`src/rtl/roll_light_scheduler.sv`:
```
// Display arbiter between the dice and traffic-light datapaths: the lights run by default,
// and a roll request hands the display to the dice for a roll and a hold period.
module roll_light_scheduler #(
    parameter int unsigned LIGHT_DIV   = 4,
    parameter int unsigned ROLL_CYCLES = 8,
    parameter int unsigned HOLD_CYCLES = 16,
    parameter int unsigned MIN_LIGHT   = 20
) (
    input  logic       clk,
    input  logic       rst,
    input  logic       roll_req,
    input  logic [2:0] dice_val,
    input  logic [2:0] light_val,
    output logic       dice_button,
    output logic       light_en,
    output logic       sel,
    output logic [2:0] result,
    output logic       busy
);

    localparam int unsigned DIV_W   = $clog2(LIGHT_DIV + 1);
    localparam int unsigned ROLL_W  = $clog2(ROLL_CYCLES + 1);
    localparam int unsigned HOLD_W  = $clog2(HOLD_CYCLES + 1);
    localparam int unsigned DWELL_W = $clog2(MIN_LIGHT + 1);

    localparam logic [DIV_W-1:0]   DIV_LAST  = DIV_W'(LIGHT_DIV - 1);
    localparam logic [ROLL_W-1:0]  ROLL_LAST = ROLL_W'(ROLL_CYCLES - 1);
    localparam logic [HOLD_W-1:0]  HOLD_LAST = HOLD_W'(HOLD_CYCLES - 1);
    localparam logic [DWELL_W-1:0] DWELL_MAX = DWELL_W'(MIN_LIGHT);

    typedef enum logic [1:0] {
        ST_LIGHT,
        ST_ROLL,
        ST_HOLD
    } state_t;

    state_t             r_state;
    state_t             w_state_nxt;
    logic [DIV_W-1:0]   r_div_cnt,   w_div_nxt;
    logic [ROLL_W-1:0]  r_roll_cnt,  w_roll_nxt;
    logic [HOLD_W-1:0]  r_hold_cnt,  w_hold_nxt;
    logic [DWELL_W-1:0] r_dwell_cnt, w_dwell_nxt;
    logic               r_pending,   w_pending_nxt;
    logic               r_light_en,  w_light_en_nxt;
    logic [2:0]         r_result;

    always_ff @(posedge clk or negedge rst) begin
        if (!rst) begin
            r_state     <= ST_LIGHT;
            r_div_cnt   <= '0;
            r_roll_cnt  <= '0;
            r_hold_cnt  <= '0;
            r_dwell_cnt <= DWELL_MAX;
            r_pending   <= 1'b0;
            r_light_en  <= 1'b0;
            r_result    <= '0;
        end else begin
            r_state     <= w_state_nxt;
            r_div_cnt   <= w_div_nxt;
            r_roll_cnt  <= w_roll_nxt;
            r_hold_cnt  <= w_hold_nxt;
            r_dwell_cnt <= w_dwell_nxt;
            r_pending   <= w_pending_nxt;
            r_light_en  <= w_light_en_nxt;
            r_result    <= sel ? light_val : dice_val;
        end
    end

    always_comb begin
        w_state_nxt    = r_state;
        w_div_nxt      = r_div_cnt;
        w_roll_nxt     = r_roll_cnt;
        w_hold_nxt     = r_hold_cnt;
        w_dwell_nxt    = r_dwell_cnt;
        w_pending_nxt  = r_pending;
        w_light_en_nxt = 1'b0;

        case (r_state)
            ST_LIGHT: begin
                w_div_nxt = (r_div_cnt == DIV_LAST) ? '0 : r_div_cnt + 1'b1;
                if (r_dwell_cnt != DWELL_MAX) begin
                    w_dwell_nxt = r_dwell_cnt + 1'b1;
                end
                if ((roll_req || r_pending) && (r_dwell_cnt == DWELL_MAX)) begin
                    w_state_nxt   = ST_ROLL;
                    w_pending_nxt = 1'b0;
                    w_roll_nxt    = '0;
                end else begin
                    // Reaching here with a request means the dwell has not yet expired.
                    if (roll_req) begin
                        w_pending_nxt = 1'b1;
                    end
                    w_light_en_nxt = (r_div_cnt == DIV_LAST);
                end
            end
            ST_ROLL: begin
                if (r_roll_cnt == ROLL_LAST) begin
                    w_state_nxt = ST_HOLD;
                    w_hold_nxt  = '0;
                end else begin
                    w_roll_nxt = r_roll_cnt + 1'b1;
                end
            end
            ST_HOLD: begin
                if (roll_req) begin
                    w_state_nxt = ST_ROLL;
                    w_roll_nxt  = '0;
                end else if (r_hold_cnt == HOLD_LAST) begin
                    w_state_nxt = ST_LIGHT;
                    w_div_nxt   = '0;
                    w_dwell_nxt = '0;
                end else begin
                    w_hold_nxt = r_hold_cnt + 1'b1;
                end
            end
            default: begin
                w_state_nxt = ST_LIGHT;
            end
        endcase
    end

    assign sel         = (r_state == ST_LIGHT);
    assign dice_button = (r_state == ST_ROLL);
    assign busy        = (r_state != ST_LIGHT);
    assign light_en    = r_light_en;
    assign result      = r_result;

endmodule

```
`config.mk`:
```
export PLATFORM = sky130hd
export DESIGN_NAME = roll_light_scheduler
export DESIGN_NICKNAME = d
export VERILOG_FILES = /design/src/rtl/roll_light_scheduler.sv
export SDC_FILE = /design/constraint.sdc
export NUM_CORES = 1
export LEC_CHECK = 0
export ABC_CLOCK_PERIOD_IN_PS = 1840
export BUFFER_PORTS_ARGS = -buffer_cell sky130_fd_sc_hd__buf_2
export CAP_MARGIN = 5
export CORE_MARGIN = 1
export CORE_UTILIZATION = 50
export CTS_CLUSTER_SIZE = 10
export DETAILED_ROUTE_END_ITERATION = 7
export GPL_TIMING_DRIVEN = 0
export PLACE_DENSITY_LB_ADDON = 0.05
export SYNTH_ARGS = -nofsm -noshare
export SYNTH_HDL_FRONTEND = slang
export SYNTH_SLANG_ARGS = --single-unit
```
`constraint.sdc`:
```
create_clock -name clk -period 1.84 [get_ports clk]
set_input_delay 0.368 -clock clk [delete_from_list [all_inputs] [get_ports clk]]
set_output_delay 0.368 -clock clk [all_outputs]
set_load 0.05 [all_outputs]
```
# After elaboration in Yosys (flattened, before gate mapping)

Index checks and enable logic that the tools add are counted.

Muxes and demuxes: 26
Reductions and logical operators: 14
$add $sub $neg: 4
Eq/ne operators: 16

Operator list:

| kind                | count |
|---|---|
| $mux 5              | 6 |
| $pmux 5 s2          | 2 |
| $mux 3              | 4 |
| $mux 4              | 3 |
| $pmux 4 s3          | 1 |
| $reduce_and 4->1    | 3 |
| $add 5x1->5 const B | 2 |
| $ne 2x2->1 const B  | 5 |
| $mux 2              | 4 |
| $reduce_bool 2->1   | 4 |
| $ne 2x1->1 const B  | 3 |
| $pmux 2 s3          | 1 |
| $pmux 3 s2          | 1 |
| $reduce_and 3->1    | 2 |
| $eq 5x4->1 const B  | 1 |
| $eq 5x5->1 const B  | 1 |
| $ne 5x5->1 const B  | 1 |
| $add 4x1->4 const B | 1 |
| $eq 4x3->1 const B  | 1 |
| $mux 1              | 4 |
| $add 3x1->3 const B | 1 |
| $eq 3x2->1 const B  | 1 |
| $ne 3x3->1 const B  | 1 |
| $reduce_bool 3->1   | 1 |
| 6 further kinds     | 6 |

Output and inout bits: 7
Bits of input ports: 9
Word-level logic and storage cells: 68
Register bits after elaboration: 24

# Longest topological paths before layout

Gate-level depths: netlist (run 1).

Depth in word-level cells: 4
Depth in mapped cells: 7
Gate-level depth less buffers: 7

# Worst setup path before layout (run 1)

OpenSTA, ideal clock, no wires.

Kind: register -> register
Start: register r_hold_cnt[0]
End: register r_hold_cnt[4]
Data required time: 1.757 ns
Path buffers: 0
Stages on the path, launching flop included: 8
Library setup time: 0.083 ns
Slack: -0.073 ns
Period minus slack after synthesis: 1.913 ns
Data arrival time: 1.831 ns
Path through: dfrtp_1 ha_1 and3_1 ha_1 nor4b_4 inv_2 or4b_1 o21ai_0

Word-level cells in the longest chain between the ends: 4
Elaborated cells on any way between the ends: 7
Classes of those cells: 1 x add/sub; 2 x eq/ne; 3 x mux; 1 x reduce/logical

RTL lines:

| what                   | RTL line | RTL |
|---|---|---|
| from (decl)            | 41       | `logic [HOLD_W-1:0] r_hold_cnt, w_hold_nxt;` |
| from (signal assigned) | 61       | `r_hold_cnt <= w_hold_nxt;` |
| $add 5x1->5            | 113      | `w_hold_nxt = r_hold_cnt + 1'b1;` |
| $mux 5                 | 108      | `end else if (r_hold_cnt == HOLD_LAST) begin` |
| $mux 5                 | 105      | `if (roll_req) begin` |
| $pmux 5 s2             | 78       | `case (r_state)` |

Several ways; a longest one is shown, not always the timed one. The select of a mux whose other input is x is not followed.
A chain may end at the register's enable or synchronous reset.

# Worst setup path after layout (run 1)

Start: register r_hold_cnt[1]
End: register r_hold_cnt[4]

Same word-level chain as after synthesis.

==> results of run 1 <==
worst max-delay path, delay by kind of cell, from the launching register on:
kind            cells  cell delay (ns)
simple gates        3             0.88
flops               1             0.42
fa+ha+maj           2             0.35
compound gates      1             0.08
buf+inv             1             0.07
registers in the layout (all words and copies together), names as in the netlist:
register and count:
light_en 1, r_pending 1, result 3, r_hold_cnt 5
r_dwell_cnt 5, r_state 2, r_div_cnt 3, r_roll_cnt 4
power by group through the flow:
stage	clock (mW)	sequential, mW	combinational, mW
2_1_floorplan	0	0.975	0.743
3_3_place_gp	0	0.893	1.02
3_5_place_dp	0	0.900	1.05
4_1_cts	0.288	0.888	1.06
5_1_grt	0.302	0.918	1.18
6_report	0.281	0.891	1.06
cells in the final DEF (no fill, tap or decap), types with 2 or more instances in the layout:
| master | synthesis | layout |
|---|---|---|
| dfrtp_1 | 22 | 22 |
| buf_2 | 0 | 14 |
| inv_1 | 7 | 7 |
| nand2_1 | 7 | 7 |
| nor2_1 | 6 | 6 |
| a21oi_1 | 5 | 5 |
| o21ai_0 | 5 | 4 |
| ha_1 | 6 | 4 |
| buf_4 | 1 | 3 |
| mux2_2 | 3 | 3 |
| nand2b_1 | 3 | 3 |
| nand3_1 | 3 | 3 |
| clkbuf_4 | 0 | 3 |
| or2_2 | 2 | 2 |
| a211oi_1 | 2 | 2 |
| nand4_1 | 2 | 2 |
| xor2_1 | 2 | 2 |
| mux2i_1 | 2 | 2 |
| a32o_1 | 2 | 2 |
| dfstp_2 | 2 | 2 |
metal layers:
metal  routed length [um]  up-vias  part of all wire, %
met1                  960      420                   48
met5                    0        -                    0
met4                   17        0                 0.85
met3                   56        2                  2.8
li1                     -      427                    -
met2                  976       10                   49
area by class of cell:
class	instances	share of cell area, %
inverter	8	2.16
tap	28	2.52
sequential	24	43.3
buffer	2	1.35
timing repair buffer	16	6.12
clock buffer	4	2.61
multi-input combinational	73	41.9
timing repair:
item                                    in CTS  in global routing
pin swaps                                    1                  0
setup buffers                                1                  0
gates resized for setup                      1                  4
hold buffers                                 0                  0
endpoints found under the setup margin       2                  6
path summary, 6_finish.rpt:
path	end	from	cells after the start
worst min register to register	r_div_cnt[2]$_DFFE_PN0P_	r_div_cnt[2]$_DFFE_PN0P_	1
worst max register to register	r_hold_cnt[4]$_DFFE_PN0P_	r_hold_cnt[1]$_DFFE_PN0P_	7
min in group clk	result[0]$_DFF_PN0_	dice_val[0]	2
worst min-delay path	r_dwell_cnt[1]$_DFFE_PN0P_	rst	1
max in group asynchronous	r_dwell_cnt[4]$_DFFE_PN1P_	rst	1
worst max-delay path	r_hold_cnt[4]$_DFFE_PN0P_	r_hold_cnt[1]$_DFFE_PN0P_	7
logic make-up after synthesis:
kind of cell               synth area share, %
and+or+nand+nor                           20.8
DFF                                       50.1
AOI/OAI and AO/OA                         11.9
buffers and inverters                     4.37
adders and majority gates                 6.24
muxes                                     4.47
xor gates and xnor gates                  2.18
==> flow_metrics.tcl, run 1 <==
set metrics [dict create \
    grt_use_met3_pct 3.57 \
    ios 16 \
    end_kind "flop" \
    maxCapViolations 0 \
    power.density_mw_per_mm2 1610 \
    synth_edf_count 0 \
    nFillCells 188 \
    worstPathMaxFanout 3 \
    synth_common_cells "dfrtp_1 (22), inv_1 (7), nand2_1 (7)" \
    fin_nets 143 \
    setup_viol 1 \
    synth_top_cell_area_share_pct 45.7 \
    ys_seq_elements 24 \
    stdcell_area_mm2 0.00139 \
    cts_buffers 3 \
    preCtsSetupSlack_ns -0.109 \
    cts_sinks 24 \
    ir_worst_vdd_v 0.00104 \
    rrSetupSlack_ns -0.03 \
    maxSlewViolCount 0 \
    worstSetupPathType "flop to flop" \
    setup_ws_ns -0.0293 \
    grt_overflow 0 \
    grt_pass1_vias 793 \
    post-route-util_pct 62.3 \
    ys_top_cells_by_area "dfrtp_1 (46%), ha_1 (6.2%), dfstp_2 (4.4%)" \
    met2_usage_pct 28.7 \
    hold_slack_ns 0.0144 \
    drt-total-wl_um 2010 \
    totalPowerFinal_mw 2.23 \
    dieArea_mm2 0.00261 \
    busiest_layer "met2" \
    initial_core_util_pct 53.9 \
    status "complete, but fails checks" \
    viasPerCell 5.54 \
    worst_hold_path_type "input pin to async pin" \
    grt_setup_unrepaired "true" \
    die_h_um 51.1 \
    num_vias 859 \
    clk_latency_ns 0.31 \
    drt_iter0_markers 10 \
    synth_cell_types 44 \
    intPower_mw 1.27 \
    area_growth_pct 15.6 \
    synth_area_leader_cell "dfrtp_1" \
    multi_input_area_um2 583 \
    gp_congestion 0.757 \
    layout_min_cycle_time_ns 1.87 \
    cp.arrival_ns 2.12 \
    pwr-share-seq_pct 39.9 \
    grt_max_degree 25 \
    cts_buffer_depth 2 \
    netlist_area_mm2 0.00120 \
    syn_nets 123 \
    required_ns 2.09 \
    cts_tree "yes" \
    switchingPower_mw 0.965 \
    grt_pass1_wl_um 3470 \
    switching_share_pct 43.2 \
    dp.final_hpwl_um 1430 \
    clock_power_share_pct 12.6 \
    diodes 0 \
    root_buffer "clkbuf_4" \
    async_flop_share_pct 100 \
    dp.cells 151 \
    dpl_cell_area_mm2 0.00133 \
    final-instance-count-excl-fill 155 \
    gr-usage-met1_pct 24.3 \
    antenna_found_initial 0 \
    ant_nets 0 \
    clkTransAtPathRegs_ns 0.13 \
    grt_usage_pct 18.1 \
    hold_viol 0 \
    violations "negative setup slack" \
    core_mm2 0.00223 \
    io_buffers 15 \
    seq_area_um2 603 \
    yosys_warnings 0 \
    clock_skew_ns 0.00406 \
    rows 17 \
    fin_setup_tns_ns -0.0293 \
    htree_num_levels 1 \
    power_frac_comb_pct 47.5 \
    ys_seq_area_share_pct 50.1 \
    cp_cell_sequence "ha_2 > and3_4 > ha_4 > nor4b_4 > inv_2 > or4b_1 > o21ai_1" \
    max-slew-margin-rel_pct 64.3 \
    drt_drc_violations_left 0 \
    p_leak_nw 0.632 \
    tightest_slew_ns 0.536 \
    synth_area_per_cell_um2 11.1 \
    fmax_mhz 535 \
    critPathMaxStageDelay_ns 0.45 \
    crit_slowest_cell "or4b_1" \
    routedWlPerCell_um 13.0 \
    fin_crit_sh_pct 102 \
    netlist_instances 108 \
    yosysMostFrequentCell "dfrtp_1" \
    firstDrtPassIters 4 \
    critPathLaunchType "flop" \
    drive_gt1_share_pct 29.9 \
    dieWidth_um 51.1 \
    synth_ff_type "dfrtp_1" \
]
Power figures use the tool's default switching activity.
==> run 2: changes to the inputs <==
--- a/config.mk
+++ b/config.mk
@@ -9,7 +9,8 @@
 export BUFFER_PORTS_ARGS = -buffer_cell sky130_fd_sc_hd__buf_2
 export CAP_MARGIN = 5
 export CORE_MARGIN = 1
-export CORE_UTILIZATION = 50
+export CORE_UTILIZATION = 52
+export CTS_BUF_LIST = sky130_fd_sc_hd__clkbuf_8
 export CTS_CLUSTER_SIZE = 10
 export DETAILED_ROUTE_END_ITERATION = 7
 export GPL_TIMING_DRIVEN = 0
==> run 2 against run 1 <==
Critical endpoint unchanged. Die area decreased by 3.7%. The flow still finishes with violations (negative setup slack). Worst setup slack got worse by 0.0029 ns. Critical path type unchanged. Combinational power increased by 6%. Design area increased by 3.9%. Power increased by 5.4%. Final cell count increased by 3.9%. Clock power increased by 26%. Core utilization increased by 3.7 points. Sequential power decreased by 0.8%. First-iteration DRC count decreased by 10%.
==> flow_metrics.tcl, run 2 (synthesis gave the netlist of run 1 again) <==
set metrics [dict create \
    status "complete, but fails checks" \
    violations "negative setup slack" \
    worstSetupPathType "flop to flop" \
    clock_skew_ns 0.00103 \
    clkTransAtPathRegs_ns 0.08 \
    diodes 0 \
    dieArea_mm2 0.00251 \
    seq_area_um2 603 \
    p_leak_nw 0.667 \
    cts_buffers 3 \
    cts_buffer_depth 2 \
    grt_pass1_vias 806 \
    required_ns 2.03 \
    num_vias 857 \
    viasPerCell 5.32 \
    rrSetupSlack_ns -0.03 \
    r2r-start "r_hold_cnt[1]$_DFFE_PN0P_" \
    cts_hold_buf 0 \
    dp.final_hpwl_um 1450 \
    post-route-util_pct 66.0 \
    setup_viol 1 \
    clk_latency_ns 0.26 \
    drt-total-wl_um 2110 \
    cp.arrival_ns 2.06 \
    final_common_cell "dfrtp_1" \
    rows 17 \
    gp_congestion 0.759 \
    grt_pass1_wl_um 3560 \
    drt_drc_violations_left 0 \
    end_kind "flop" \
    grt_max_degree 25 \
    cts_sinks 24 \
    grt_usage_pct 18.8 \
    nFillCells 176 \
    maxCapViolations 0 \
    firstDrtPassIters 4 \
    area_growth_pct 20.1 \
    antenna_found_initial 0 \
    final_cell_mix "dfrtp_1 (22), buf_2 (15), buf_4 (8)" \
    preCtsSetupSlack_ns -0.120 \
    grt_overflow 0 \
    tightest_slew_ns 0.523 \
    fin_crit_sh_pct 102 \
    io_buffers 15 \
    reg_top3 "r_dwell_cnt (5), r_hold_cnt (5), r_roll_cnt (4)" \
    dieWidth_um 50.1 \
    drt_iter0_markers 9 \
    cts_tree "yes" \
    totalPowerFinal_mw 2.35 \
    fin_nets 149 \
    fin_setup_tns_ns -0.0322 \
    ir_worst_vdd_v 0.000897 \
    power.density_mw_per_mm2 1630 \
    die_h_um 50.1 \
    max-slew-margin-rel_pct 65.1 \
    drive_gt1_share_pct 32.3 \
    routedWlPerCell_um 13.1 \
    fmax_mhz 534 \
    htree_num_levels 1 \
    rr_endpoint "r_hold_cnt[4]$_DFFE_PN0P_" \
    hold_viol 0 \
    setup_ws_ns -0.0322 \
    root_buffer "clkbuf_8" \
    grt_setup_unrepaired "true" \
    core_mm2 0.00219 \
    initial_core_util_pct 54.9 \
    critPathLaunchType "flop" \
    ios 16 \
    layout_min_cycle_time_ns 1.87 \
    maxSlewViolCount 0 \
    worst_hold_path_type "input pin to async pin" \
    ant_nets 0 \
    rr_worst_depth 7 \
    worstPathMaxFanout 3 \
    multi_input_area_um2 576 \
]
==> run 2: changes by cell type in the layout (fill, tap and decap cells not counted) <==
cell / delta
o311ai_1: +1
clkbuf_4: -3
buf_2: +1
clkbuf_8: +3
buf_4: +5
o311ai_2: -1
==> run 2: worst max-delay path, stage by stage (launching register included) <==
cell     delay, ns
dfrtp_1       0.40
ha_2          0.20
and3_4        0.18
ha_4          0.16
nor4b_4       0.26
inv_2         0.06
or4b_1        0.46
o21ai_1       0.08
==> run 2: cell type report <==
cell class,count,area share [%]
Buffer,2,1.30
Tap cell,28,2.42
Clock buffer,4,3.81
Timing Repair Buffer,22,8.83
Sequential cell,24,41.7
Multi-Input combinational cell,73,39.8
Inverter,8,2.08
==> run 2: worst max path at each step <==
stage                                    startpoint                        end  slack [ns]  cells after the start
after floorplan           r_hold_cnt[0]$_DFFE_PN0P_  r_hold_cnt[4]$_DFFE_PN0P_       -0.02                      7
after global placement    r_hold_cnt[0]$_DFFE_PN0P_  r_hold_cnt[4]$_DFFE_PN0P_       -0.11                      7
after detailed placement  r_hold_cnt[1]$_DFFE_PN0P_  r_hold_cnt[4]$_DFFE_PN0P_       -0.12                      7
after CTS                 r_hold_cnt[0]$_DFFE_PN0P_  r_hold_cnt[4]$_DFFE_PN0P_       -0.06                      7
after global routing      r_hold_cnt[1]$_DFFE_PN0P_  r_hold_cnt[4]$_DFFE_PN0P_       -0.09                      7
final                     r_hold_cnt[1]$_DFFE_PN0P_  r_hold_cnt[4]$_DFFE_PN0P_       -0.03                      7
==> run 2: metal layers <==
metal | vias up | GRT usage [%] | routed length, um
li1 | 433 | - | -
met4 | 0 | 5.71 | 9
met1 | 412 | 25.1 | 951
met3 | 2 | 3.70 | 45
met2 | 10 | 30.4 | 1100
met5 | - | 0 | 0
==> run 2: power breakdown <==
group | total, mW | internal (mW) | switching (mW)
Combinational | 1.12 | 0.440 | 0.677
Sequential | 0.884 | 0.748 | 0.136
Clock | 0.354 | 0.191 | 0.163
Total | 2.35 | 1.38 | 0.976
==> run 2: what timing repair did <==
item                                    4_1_cts  5_1_grt
resized for setup                             0        2
buffers inserted                              4        3
endpoints found under the setup margin        2        7
pin swaps                                     2        4
==> run 2: through the flow <==
stage / instance area [um^2] / hold slack, ns / instances
after global routing: 1450 / 0.125 / 161
after CTS: 1420 / 0.0985 / 159
after floorplan: 1220 / 0.0724 / 108
final: 1450 / 0.0723 / 161
after detailed placement: 1330 / 0.382 / 151
after global placement: 1330 / 0.378 / 151
